===== src/rtl/synth_key_pkg.sv =====
// Shared types for the key-to-note controller: event polarity, FSM states and
// stack operation codes.
package synth_key_pkg;

  localparam logic EVT_OFF = 1'b0;
  localparam logic EVT_ON  = 1'b1;

  typedef enum logic [1:0] {
    SCAN   = 2'd0,
    UPDATE = 2'd1,
    EMIT   = 2'd2
  } state_e;

  typedef enum logic {
    OP_PUSH   = 1'b0,
    OP_REMOVE = 1'b1
  } op_e;

endpackage


===== src/rtl/key_note_ctrl_note_stack.sv =====
// Last-note-priority stack of held keys. Slot 0 is the oldest entry; removal
// compacts the entries above it in a single cycle. Outputs show the post-op view.
module note_stack
  import synth_key_pkg::*;
#(
  parameter int NUM_KEYS = 8,
  parameter int IDX_W    = $clog2(NUM_KEYS)
) (
  input  logic             clk,
  input  logic             rst_n,
  input  logic             op_valid_i,
  input  op_e              op_i,
  input  logic [IDX_W-1:0] op_idx_i,
  output logic [IDX_W-1:0] top_o,
  output logic [IDX_W:0]   count_o,
  output logic             hit_o,
  output logic             rm_top_o
);

  localparam int CNT_W = IDX_W + 1;

  logic [IDX_W-1:0] stk_q [NUM_KEYS];
  logic [IDX_W-1:0] stk_d [NUM_KEYS];
  logic [CNT_W-1:0] cnt_q, cnt_d;
  logic             hit_s;
  logic [IDX_W-1:0] cur_top_s, nxt_top_s;

  // Top of the stack before the operation.
  always_comb begin
    cur_top_s = '0;
    for (int j = 0; j < NUM_KEYS; j++) begin
      cur_top_s = (CNT_W'(j + 1) == cnt_q) ? stk_q[j] : cur_top_s;
    end
  end

  // Push at the count slot, or find-and-compact for a removal.
  always_comb begin
    stk_d = stk_q;
    cnt_d = cnt_q;
    hit_s = 1'b0;
    if (op_valid_i && (op_i == OP_PUSH)) begin
      for (int j = 0; j < NUM_KEYS; j++) begin
        stk_d[j] = (CNT_W'(j) == cnt_q) ? op_idx_i : stk_q[j];
      end
      cnt_d = (cnt_q < CNT_W'(NUM_KEYS)) ? cnt_q + CNT_W'(1) : cnt_q;
    end else if (op_valid_i && (op_i == OP_REMOVE)) begin
      for (int j = 0; j < NUM_KEYS - 1; j++) begin
        hit_s    = hit_s | ((CNT_W'(j) < cnt_q) && (stk_q[j] == op_idx_i));
        stk_d[j] = hit_s ? stk_q[j+1] : stk_q[j];
      end
      hit_s = hit_s | ((CNT_W'(NUM_KEYS - 1) < cnt_q) && (stk_q[NUM_KEYS-1] == op_idx_i));
      stk_d[NUM_KEYS-1] = hit_s ? '0 : stk_q[NUM_KEYS-1];
      cnt_d = hit_s ? cnt_q - CNT_W'(1) : cnt_q;
    end else begin
      cnt_d = cnt_q;
    end
  end

  // Top of the stack after the operation.
  always_comb begin
    nxt_top_s = '0;
    for (int j = 0; j < NUM_KEYS; j++) begin
      nxt_top_s = (CNT_W'(j + 1) == cnt_d) ? stk_d[j] : nxt_top_s;
    end
  end

  // Stack storage and occupancy.
  always_ff @(posedge clk or negedge rst_n) begin
    if (!rst_n) begin
      cnt_q <= '0;
      for (int j = 0; j < NUM_KEYS; j++) begin
        stk_q[j] <= '0;
      end
    end else begin
      cnt_q <= cnt_d;
      stk_q <= stk_d;
    end
  end

  assign top_o    = nxt_top_s;
  assign count_o  = cnt_d;
  assign hit_o    = hit_s;
  assign rm_top_o = hit_s && (cur_top_s == op_idx_i);

endmodule


===== src/rtl/key_note_ctrl.sv =====
// Monophonic key controller: captures key edges, keeps a last-note-priority
// stack, drives gate/note and emits NOTE_ON/NOTE_OFF events on a handshake.
module key_note_ctrl
  import synth_key_pkg::*;
#(
  parameter  int NUM_KEYS = 8,
  localparam int IDX_W    = $clog2(NUM_KEYS)
) (
  input  logic                clk,
  input  logic                rst_n,
  input  logic [NUM_KEYS-1:0] key_in,
  output logic                gate,
  output logic [IDX_W-1:0]    note,
  output logic                evt_valid,
  input  logic                evt_ready,
  output logic                evt_on,
  output logic [IDX_W-1:0]    evt_note
);

  function automatic logic [IDX_W-1:0] lowest_idx(input logic [NUM_KEYS-1:0] v);
    lowest_idx = '0;
    for (int i = NUM_KEYS - 1; i >= 0; i--) begin
      lowest_idx = v[i] ? IDX_W'(i) : lowest_idx;
    end
  endfunction

  state_e              state_q, state_d;
  logic [NUM_KEYS-1:0] key_q, press_q, press_d, rel_q, rel_d;
  logic [NUM_KEYS-1:0] rise_s, fall_s, clr_press_s, clr_rel_s, press_eff_s, rel_eff_s;
  logic [IDX_W-1:0]    sel_idx_q, sel_idx_d;
  logic                sel_rel_q, sel_rel_d;
  logic                gate_q, gate_d, evt_valid_q, evt_valid_d, evt_on_q, evt_on_d;
  logic [IDX_W-1:0]    note_q, note_d, evt_note_q, evt_note_d;
  logic                op_valid_s, evt_gen_s, st_hit_s, st_rm_top_s;
  logic [IDX_W-1:0]    st_top_s;
  logic [IDX_W:0]      st_count_s;

  // A rise and a fall on the same key cancel while either is still pending.
  assign rise_s      = key_in & ~key_q;
  assign fall_s      = ~key_in & key_q;
  assign press_eff_s = press_q & ~clr_press_s;
  assign rel_eff_s   = rel_q & ~clr_rel_s;
  assign press_d     = (press_eff_s & ~fall_s) | (rise_s & ~rel_eff_s);
  assign rel_d       = (rel_eff_s & ~rise_s) | (fall_s & ~press_eff_s);
  assign evt_gen_s   = !sel_rel_q || st_rm_top_s;

  note_stack #(.NUM_KEYS(NUM_KEYS), .IDX_W(IDX_W)) u_stack (
    .clk        (clk),
    .rst_n      (rst_n),
    .op_valid_i (op_valid_s),
    .op_i       (sel_rel_q ? OP_REMOVE : OP_PUSH),
    .op_idx_i   (sel_idx_q),
    .top_o      (st_top_s),
    .count_o    (st_count_s),
    .hit_o      (st_hit_s),
    .rm_top_o   (st_rm_top_s)
  );

  // FSM state register.
  always_ff @(posedge clk or negedge rst_n) begin
    if (!rst_n) begin
      state_q <= SCAN;
    end else begin
      state_q <= state_d;
    end
  end

  // Next-state: a non-top release produces no event and skips EMIT.
  always_comb begin
    state_d = state_q;
    case (state_q)
      SCAN:    state_d = ((|rel_q) || (|press_q)) ? UPDATE : SCAN;
      UPDATE:  state_d = evt_gen_s ? EMIT : SCAN;
      EMIT:    state_d = evt_ready ? SCAN : EMIT;
      default: state_d = SCAN;
    endcase
  end

  // Selection, stack op and next values of the registered outputs.
  always_comb begin
    sel_idx_d   = sel_idx_q;
    sel_rel_d   = sel_rel_q;
    clr_press_s = '0;
    clr_rel_s   = '0;
    op_valid_s  = 1'b0;
    gate_d      = gate_q;
    note_d      = note_q;
    evt_valid_d = evt_valid_q;
    evt_on_d    = evt_on_q;
    evt_note_d  = evt_note_q;
    case (state_q)
      SCAN: begin
        if (|rel_q) begin
          sel_idx_d = lowest_idx(rel_q);
          sel_rel_d = 1'b1;
          clr_rel_s = rel_q & (~rel_q + NUM_KEYS'(1));
        end else if (|press_q) begin
          sel_idx_d   = lowest_idx(press_q);
          sel_rel_d   = 1'b0;
          clr_press_s = press_q & (~press_q + NUM_KEYS'(1));
        end else begin
          sel_idx_d = sel_idx_q;
        end
      end
      UPDATE: begin
        op_valid_s  = 1'b1;
        gate_d      = (st_count_s != '0);
        note_d      = (st_count_s != '0) ? st_top_s : note_q;
        evt_valid_d = evt_gen_s;
        evt_on_d    = !evt_gen_s ? evt_on_q :
                      (sel_rel_q && (st_count_s == '0)) ? EVT_OFF : EVT_ON;
        evt_note_d  = !evt_gen_s ? evt_note_q :
                      (sel_rel_q && (st_count_s != '0)) ? st_top_s : sel_idx_q;
      end
      EMIT:    evt_valid_d = !evt_ready;
      default: evt_valid_d = 1'b0;
    endcase
  end

  // Edge capture, pending masks, selection and output registers.
  always_ff @(posedge clk or negedge rst_n) begin
    if (!rst_n) begin
      key_q       <= '0;
      press_q     <= '0;
      rel_q       <= '0;
      sel_idx_q   <= '0;
      sel_rel_q   <= 1'b0;
      gate_q      <= 1'b0;
      note_q      <= '0;
      evt_valid_q <= 1'b0;
      evt_on_q    <= EVT_OFF;
      evt_note_q  <= '0;
    end else begin
      key_q       <= key_in;
      press_q     <= press_d;
      rel_q       <= rel_d;
      sel_idx_q   <= sel_idx_d;
      sel_rel_q   <= sel_rel_d;
      gate_q      <= gate_d;
      note_q      <= note_d;
      evt_valid_q <= evt_valid_d;
      evt_on_q    <= evt_on_d;
      evt_note_q  <= evt_note_d;
    end
  end

  assign gate      = gate_q;
  assign note      = note_q;
  assign evt_valid = evt_valid_q;
  assign evt_on    = evt_on_q;
  assign evt_note  = evt_note_q;

endmodule


===== config.mk =====
export PLATFORM = sky130hd
export DESIGN_NAME = key_note_ctrl
export DESIGN_NICKNAME = d
export VERILOG_FILES = /design/src/rtl/synth_key_pkg.sv /design/src/rtl/key_note_ctrl_note_stack.sv /design/src/rtl/key_note_ctrl.sv
export SDC_FILE = /design/constraint.sdc
export NUM_CORES = 1
export LEC_CHECK = 0
export ABC_CLOCK_PERIOD_IN_PS = 4100
export BUFFER_PORTS_ARGS = -buffer_cell sky130_fd_sc_hd__buf_2
export CAP_MARGIN = 20
export CORE_MARGIN = 2
export CORE_UTILIZATION = 40
export DETAILED_ROUTE_END_ITERATION = 12
export PLACE_DENSITY = 0.64
export SYNTH_ARGS = -nofsm -noshare
export SYNTH_HDL_FRONTEND = slang
export SYNTH_HIERARCHICAL = 1
export SYNTH_SLANG_ARGS = --single-unit

===== constraint.sdc =====
create_clock -name clk -period 4.1 [get_ports clk]
set_input_delay 0.82 -clock clk [delete_from_list [all_inputs] [get_ports clk]]
set_output_delay 0.82 -clock clk [all_outputs]
set_load 0.05 [all_outputs]

**After elaboration in Yosys (flattened, before gate mapping)**

Index checks and enable logic that the tools add are counted.

- Register bits after elaboration: 67
- Bits of input ports: 11
- Output and inout port bits: 9
- Word-level logic and storage cells: 191

- Add/subtract/negate cells: 4
- Order comparisons: 9
- Equality and inequality tests: 27
- Multiplexer cells: 74
- Bitwise logic cells: 30
- Reduce and logical (&&, ||, !) cells: 27

Operators by type and width:

| kind | number |
|---|---|
| $mux W3 | 51 |
| $and A8 B8 Y8 | 10 |
| $not A8 Y8 | 10 |
| $mux W24 | 2 |
| $mux W8 | 5 |
| $eq A3 B4 Y1 const A | 8 |
| $eq A3 B3 Y1 | 9 |
| $add A8 B1 Y8 const B | 2 |
| $eq A2 B4 Y1 const A | 4 |
| $lt A3 B4 Y1 const A | 4 |
| $mux W4 | 4 |
| $or A8 B8 Y8 | 2 |
| $reduce_or A8 Y1 | 2 |
| $logic_and A1 B1 Y1 | 13 |
| $eq A1 B4 Y1 const A | 2 |
| $eq A4 B4 Y1 const A | 2 |
| $logic_not A4 Y1 | 2 |
| $lt A1 B4 Y1 const A | 2 |
| $lt A2 B4 Y1 const A | 2 |
| $mux W1 | 8 |
| $or A1 B1 Y1 | 7 |
| $pmux W2 S3 | 1 |
| $reduce_and A2 Y1 | 3 |
| $add A4 B1 Y4 const B | 1 |
| other kinds (12) | 15 |

**Depth between registers and ports, before layout**

Gate-level depths: netlist of run 1.

- Word-level depth: 22
- Gate-level depth with buffers: 18
- Gate-level depth less buffers: 14

**Cells and area by module**

The synthesis of run 1 kept the hierarchy.

Modules (own cells, without submodules):

| module | times used | cells an instance | area an instance (µm²) | seq. area each (µm²) |
|---|---|---|---|---|
| note_stack | 1 | 300 | 2462.4 | 700.7 |
| key_note_ctrl | 1 | 181 | 1843.0 | 975.9 |

**Worst setup path before layout of run 1**

OpenSTA, ideal clock, no wires.

- Path kind: register to register
- From: register u_stack.cnt_q[1]
- To: register note_q[0] (netlist: note[0])
- Library setup time: 0.125 ns
- Data arrival time: 3.310 ns
- Data required time: 3.975 ns
- Slack: 0.665 ns
- Cell stages (with the launch flop): 17
- Buffers on the path: 4
- Clock period less this slack: 3.435 ns
- Cell sequence: dfrtp_1 clkbuf_2 inv_1 ha_1 and3b_1 clkbuf_1 nor4_1 a21oi_1 nor4b_4 buf_6 mux2i_2 nor2_4 inv_2 buf_6 or4_1 nand2_1 mux2_2

- Cells in the longest elaborated chain, start to end: 21
- Elaborated cells between the ends (all ways): 74
- Classes of those cells: 2 x add/sub; 9 x order compare; 15 x eq/ne; 30 x mux; 7 x bitwise; 11 x reduce/logical

RTL lines:

| element | RTL line | RTL |
|---|---|---|
| start, declared | key_note_ctrl_note_stack.sv:24 | `logic [CNT_W-1:0] cnt_q, cnt_d;` |
| start signal, assigned | key_note_ctrl_note_stack.sv:75 | `cnt_q <= cnt_d;` |
| $lt A1 B4 Y1 | key_note_ctrl_note_stack.sv:48 | `hit_s = hit_s \| ((CNT_W'(j) < cnt_q) && (stk_q[j] == op_idx_i));` |
| $logic_and A1 B1 Y1 | key_note_ctrl_note_stack.sv:48 |  |
| $or A1 B1 Y1 (6 in a row) | key_note_ctrl_note_stack.sv:48 |  |
| $or A1 B1 Y1 | key_note_ctrl_note_stack.sv:51 | `hit_s = hit_s \| ((CNT_W'(NUM_KEYS - 1) < cnt_q) && (stk_q[NUM_KEYS-1] == op_idx_i));` |
| $mux W4 | key_note_ctrl_note_stack.sv:53 | `cnt_d = hit_s ? cnt_q - CNT_W'(1) : cnt_q;` |
| $mux W4 | key_note_ctrl_note_stack.sv:46 | `end else if (op_valid_i && (op_i == OP_REMOVE)) begin` |
| $mux W4 * | key_note_ctrl_note_stack.sv:41 | `if (op_valid_i && (op_i == OP_PUSH)) begin` |
| via st_count_s[0] | key_note_ctrl.sv:36 | `logic [IDX_W:0] st_count_s;` |
| $eq A1 B4 Y1 | key_note_ctrl_note_stack.sv:63 | `nxt_top_s = (CNT_W'(j + 1) == cnt_d) ? stk_d[j] : nxt_top_s;` |
| $mux W3 (8 in a row) | key_note_ctrl_note_stack.sv:63 |  |
| end signal, assigned | key_note_ctrl.sv:140 | `note_q <= note_d;` |
| end, declared | key_note_ctrl.sv:33 | `logic [IDX_W-1:0] note_q, note_d, evt_note_q, evt_note_d;` |

Mark *: on every way through the listed nets, which the timed path passes. The rest lies on a longest branch.
A chain may end at the register's enable or synchronous reset.

**Final worst setup path of run 1**

- From: register sel_idx_q[1]
- To: register evt_note_q[1] (netlist: evt_note[1])

- Cells in the longest elaborated chain, start to end: 22
- Elaborated cells between the ends (all ways): 69
- Classes of those cells: 17 x eq/ne; 32 x mux; 7 x bitwise; 13 x reduce/logical

RTL lines:

| element | RTL line | RTL |
|---|---|---|
| start, declared | key_note_ctrl.sv:30 | `logic [IDX_W-1:0] sel_idx_q, sel_idx_d;` |
| start signal, assigned | key_note_ctrl.sv:137 | `sel_idx_q <= sel_idx_d;` |
| $eq A3 B3 Y1 | key_note_ctrl_note_stack.sv:48 |  |
| $logic_and A1 B1 Y1 | key_note_ctrl_note_stack.sv:48 |  |
| $or A1 B1 Y1 (6 in a row) | key_note_ctrl_note_stack.sv:48 |  |
| $or A1 B1 Y1 * | key_note_ctrl_note_stack.sv:51 |  |
| $mux W4 * | key_note_ctrl_note_stack.sv:53 |  |
| $mux W4 * | key_note_ctrl_note_stack.sv:46 |  |
| $mux W4 * | key_note_ctrl_note_stack.sv:41 |  |
| via st_count_s[0] | key_note_ctrl.sv:36 |  |
| $eq A1 B4 Y1 | key_note_ctrl_note_stack.sv:63 |  |
| $mux W3 (7 in a row) | key_note_ctrl_note_stack.sv:63 |  |
| $mux W3 * | key_note_ctrl_note_stack.sv:63 |  |
| via st_top_s[1] | key_note_ctrl.sv:35 | `logic [IDX_W-1:0] st_top_s;` |
| $mux W3 * | key_note_ctrl.sv:113 | `(sel_rel_q && (st_count_s != '0)) ? st_top_s : sel_idx_q;` |
| end signal, assigned | key_note_ctrl.sv:143 | `evt_note_q <= evt_note_d;` |
| end, declared | key_note_ctrl.sv:33 |  |

Marks and branches as above.

==> results.ini, run 1 <==
[place]
numPortBuffers=19
gp_congestion=0.9537
dp_hpwl_um=8236

[timing]
setup_viol=0
min_period_over_period_pct=95.38
tightest_slew_ps=759.1
skew_ps=9.225
grt_setup_unrepaired=no
hold_viol_final=0
setup-tns-final_ps=0
slew_violations=0
max-slew-margin-rel_pct=49.29
period_minus_slack_ps=3910
clock.fmax_mhz=255.7

[setup_path]
start_kind=register
path_class=register to register
cp-end-kind=register
cp_max_fo=13
arrival_ps=4170
crit_required_ps=4360
crit_top_cell=buf_4
slowest_stage=dfrtp_1
critPathMaxStageDelay_ps=670
worstPathCellList=buf_4, xor2_1, or4_1, a21oi_2, nor4b_4, buf_4, mux2i_2, nor2_4, clkinv_2, a311oi_1, a21oi_1, o31ai_1, mux2i_1, o21ai_0

[pwr]
fin_total_pwr_mw=4.525
p_leak_nw=2.111
vdd_drop_max_mv=0.3248
p_per_area_mw_per_mm2=939.7

[drt]
vias=3871
routed_via_density=5.992
drtIter0Drc=266
drc_errors=0
wirelength_um=11190
wl_per_cell_um=17.32
drtPass1Iterations=5
ant_nets=0

[run_status]
outcome=complete, no violations

[cts]
clk_pin_slew_worst_paths_ps=80
root_buffer=clkbuf_8
cts_tree=done
cts_sinks=67
clockBufferDepth=2
clk_latency_ps=340
h-tree-depth=3
numCtsBuffers=9

[global_route]
grt_overflow_total=0
antenna_found_initial=0
first_global_vias=3653
grt_pass1_wl_um=18310
grt_max_degree=28
grt_use_total_pct=20.05

[logic_synthesis]
syn-num-nets=501
synthCells=480
syn_avg_cell_area_sq_um=8.962
netlist_area_sq_mm=0.004302
ys_warn_count=6

[layout]
drive_gt1_share_pct=16.47
nets=527
final_cell_mix=dfrtp_1 (66), nand2_1 (52), a21oi_1 (35)
final_common_cell=dfrtp_1
antenna_cells=0
syn2layout_area_growth_pct=11.95

[floorplan]
io_pins=20
die_width_um=107.7
die_h_um=107.7
core_area_sq_mm=0.01037
die-area_sq_mm=0.01160
rows=37
initial_utilization_pct=41.48

[run]
drv_cap=0

[min_path]
hold_path_class=input pin to async pin

-- power breakdown --
group / switching (mW) / internal (mW) / leakage, nW
clock network: 0.268 / 0.341 / 0.106
logic: 1.61 / 1.05 / 1.19
registers: 0.356 / 0.902 / 0.817
-- repair_timing --
| action | 4_1_cts | 5_1_grt |
|---|---|---|
| hold buffers | 0 | 0 |
| hold endpoints to repair | 0 | 0 |
| resized for setup | 0 | 7 |
| endpoints found under the setup margin | 0 | 7 |
| setup buffers | 0 | 3 |
-- state kept, by name, summed over array words and instances (netlist names) --
register	flops
press_q	8
evt_on	1
key_q	8
rel_q	8
evt_valid	1
gate	1
sel_idx_q	3
u_stack/cnt_q	4
evt_note	3
state_q	2
sel_rel_q	1
u_stack/stk_q	24
note	3
-- area by class of cell --
class,count,area [sq um]
clock buffer,9,123.9
clock inverter,6,90.09
fill,1020,5554
inverter,28,106.4
multi-input combinational,363,2417
sequential,67,1678
tap,136,170.2
timing repair buffer,37,230.2
-- worst paths after layout --
check | startpoint | to | slack [ps] | cells after the start
max | sel_idx_q[1] | evt_note[1] | 190 | 14
min | rst_n | u_stack/stk_q[5] | 410 | 1
max reg2reg | sel_idx_q[1] | evt_note[1] | 190 | 14
min reg2reg | key_q[1] | press_q[1] | 460 | 1
max in group asynchronous | rst_n | u_stack/stk_q[15] | 2970 | 2
min in group clk | key_q[1] | press_q[1] | 460 | 1
-- metrics by stage --
| step | hold slack, ps | std cells | area [sq um] | worst slack (ps) | util [%] |
|---|---|---|---|---|---|
| finish | 409.7 | 646 | 4816 | 189.6 | 46.44 |
| global route | 429.6 | 646 | 4816 | 5.282 | 46.44 |
| CTS | 419.3 | 643 | 4770 | 140.6 | 45.99 |
| detailed placement | 452.8 | 628 | 4556 | 181.7 | 43.93 |
| global placement | 451.1 | 628 | 4556 | 287.3 | 43.93 |
| floorplan | 435.9 | 480 | 4302 | 667.7 | - |
-- critical path: cells and delay by family, from the launching register on --
| kind | cells | cell delay, ps |
|---|---|---|
| compound gates | 5 | 1300 |
| xor+xnor | 1 | 90 |
| buf+inv | 3 | 660 |
| flops | 1 | 670 |
| mux | 2 | 310 |
| simple gates | 3 | 800 |
-- routing by layer --
metal | vias up | global-route usage, % | wire, um
met5 | - | 0 | 0
met4 | 0 | 8.333 | 369
met3 | 33 | 3.935 | 681
met2 | 159 | 32.88 | 5350
met1 | 1875 | 25.77 | 4785
li1 | 1804 | - | -
Note: power is estimated with default switching activity, not from simulation.
==> run 2, diff against run 1 <==
- HOLD_SLACK_MARGIN: default -> 0.1
- SYNTH_HIERARCHICAL: 1 -> default
==> results.ini, run 2 <==
[run_status]
outcome=complete, no violations

[logic_synthesis]
synthDistinctLibCells=65
yosysTopAreaCell=dfrtp_1
syn-num-nets=514  ; +2.6%
synth_edf_count=0
netlist_area_sq_mm=0.004373  ; +1.7%
synthCells=494  ; +2.9%
ys_ff_latch=67
syn_avg_cell_area_sq_um=8.852  ; -1.2%
yosysMostFrequentCell=dfrtp_1
synth_ff_type=dfrtp_1
ys_warn_count=0  ; -6
yosysTopAreaCellShare_pct=38.34
ys_seq_area_share_pct=38.34
async_reset_ff_share_pct=100.0
synth.area.top_cells=dfrtp_1 (38%), xnor2_1 (4.0%), a21oi_1 (3.8%)
synthTopCellsByCount=dfrtp_1 (67), nor2_1 (44), nand2_1 (34)

[cts]
root_buffer=clkbuf_8
cts-resized-gates=0  ; unchanged
postCtsSetupBuffers=0  ; unchanged
clk_pin_slew_worst_paths_ps=70  ; about the same
cts_sinks=67  ; unchanged
h-tree-depth=3  ; unchanged
cts_tree=done
cts_hold_buffers=0  ; unchanged
numCtsBuffers=9  ; unchanged
clk_latency_ps=350  ; about the same
clockBufferDepth=2  ; unchanged

[setup_path]
critPathMaxStageDelay_ps=540  ; -130 ps
cp-end-kind=register
path_depth=12  ; -2
start_kind=register
crit_buf_inv=2  ; -1
path_class=register to register
reg2regPathDepth=12  ; -2
worstPathCellList=inv_1, ha_1, nor2b_1, o2111ai_2, a41oi_4, or3_1, o31ai_4, inv_4, a31oi_1, a31oi_1, a211oi_1, o22ai_1
crit_top_cell=a31oi_1
path_delay_family=compound AO/OA/AOI/OAI gates
cp_max_fo=14  ; +1
slowest_stage=or3_1
arrival_ps=3830  ; -340 ps
crit_required_ps=4310  ; -50 ps

[place]
numPortBuffers=19  ; unchanged
dp_slack_ps=546.1  ; +364.4 ps
gp_congestion=0.9436  ; -1.1%
dp_hpwl_um=8683  ; +5.4%

[global_route]
first_global_vias=3666  ; +0.36%
grt_max_degree=37  ; +32%
grt_use_total_pct=20.32  ; +0.27 points
grt_pass1_wl_um=18450  ; +0.79%
antenna_found_initial=0  ; unchanged
grt_overflow_total=0  ; unchanged

[drt]
ant_nets=0  ; unchanged
drtIter0Drc=346  ; +30%
wl_per_cell_um=17.56  ; +1.4%
drc_errors=0  ; unchanged
wirelength_um=11500  ; +2.8%
vias=3945  ; +1.9%
drtPass1Iterations=5  ; unchanged
routed_via_density=6.023  ; +0.51%

[timing]
tightest_slew_ps=862.4  ; +103.3 ps
setup-tns-final_ps=0  ; unchanged
slew_violations=0  ; unchanged
min_period_over_period_pct=88.24  ; -7.1 points
grt_setup_unrepaired=no
hold_viol_final=0  ; unchanged
setup_slack_ps=482.0  ; +292.4 ps
hold_ws_ps=505.1  ; +95.42 ps
skew_ps=15.38  ; +6.160 ps
period_minus_slack_ps=3618  ; -292.4 ps
clock.fmax_mhz=276.4  ; +8.1%
max-slew-margin-rel_pct=41.90  ; -7.4 points
setup_viol=0  ; unchanged

[pwr]
pwr-share-clk_pct=13.6  ; about the same
power.switching_mw=2.096  ; -6.2%
pwr-share-comb_pct=56.2  ; -2.5 points
p_leak_nw=2.019  ; -4.4%
swShare_pct=50.72  ; +1.4 points
p_per_area_mw_per_mm2=864.3  ; -8.0%
intPower_mw=2.036  ; -11%
seqPwrFrac_pct=30.2  ; +2.4 points
vdd_drop_max_mv=0.3195  ; -1.6%

[layout]
largest_register_ffs=24  ; unchanged
syn2layout_area_growth_pct=9.328
seqCellArea_sq_mm=0.001677  ; about the same
fill_cells=1084  ; +6.3%
final_cell_mix=dfrtp_1 (67), nor2_1 (44), nand2_1 (34)
drive_gt1_share_pct=11.84  ; -4.6 points
antenna_cells=0  ; unchanged
regMostFlops=u_stack.stk_q
multi_input_area_sq_mm=0.002490  ; +3.0%
final_common_cell=dfrtp_1
nets=530  ; +0.57%

[floorplan]
core_area_sq_mm=0.01075  ; +3.6%
die_width_um=108.6  ; +0.79%
die-area_sq_mm=0.01178  ; +1.6%
rows=38  ; +2.7%
die_h_um=108.6  ; +0.79%
io_pins=20  ; unchanged
initial_utilization_pct=40.70  ; -0.79 points

[min_path]
worstHoldPathCells=1
hold_path_class=register to register

[run]
drv_cap=0  ; unchanged

[run 2: cell types whose count changed in the layout (fill, tap and decap cells not counted), sizes merged, moves of 7 or more]
cell / before / now
xor2: 20 / 7
nor3: 4 / 11
nor2: 31 / 44
nand2: 52 / 34
buf: 37 / 27
xnor2: 8 / 20
a22oi: 15 / 0
a211oi: 2 / 9
nand3: 12 / 32
a31oi: 3 / 14
[run 2: power groups by stage]
stage	clock network, mW	logic, mW	registers (mW)
6_report	0.563	2.32	1.25
5_1_grt	0.596	2.53	1.28
4_1_cts	0.569	2.28	1.24
3_5_place_dp	0	2.27	1.25
3_3_place_gp	0	2.26	1.25
2_1_floorplan	0	1.84	1.16
[run 2: layout make-up]
cell class,count,share of cell area (%)
well taps,140,3.664
inverters,23,1.858
multi-input cells,382,52.08
repair buffers,27,3.245
clock buffers,12,3.036
clock inverters,4,1.047
flip-flops and latches,67,35.07
[run 2: final timing paths]
check	from	endpoint	slack [ps]
hold / removal	key_q[2]	press_q[2]	510
setup reg to reg	u_stack.cnt_q[1]	evt_note[2]	480
max in group asynchronous	rst_n	u_stack.cnt_q[0]	2630
setup / recovery	u_stack.cnt_q[1]	evt_note[2]	480
hold reg to reg	key_q[2]	press_q[2]	510
min in group asynchronous	rst_n	u_stack.stk_q[9]	530
[run 2: logic make-up (layout without fill, tap and decap cells)]
family	after synthesis	after routing	share of synthesized area (%)
flip-flops	67	67	38.34
buffers and inverters	45	66	4.721
XOR/XNOR	27	27	5.408
AO/OA/AOI/OAI	152	152	25.38
adder cells (fa/ha/maj)	9	9	2.575
multiplexers	4	4	0.9442
AND/OR/NAND/NOR	190	190	22.63
[run 2: per-layer routing]
metal  global-route usage, %  up-vias  wire length (um)  part of all wire [%]
met4                   7.509        0               204                   1.8
met2                   32.50      162              5376                    47
li1                        -     1851                 -                     -
met1                   27.97     1916              5104                    44
met3                   2.893       16               818                   7.1
met5                       0        -                 0                     0
[run 2: per-stage QoR]
step	instances	total power, mW	utilization [%]	instance area (sq um)
finish	655	4.132	44.49	4781
global route	655	4.403	44.49	4781
CTS	655	4.090	44.49	4781
detailed placement	639	3.519	42.68	4586
global placement	639	3.509	42.68	4586
floorplan	494	3.005	-	4373
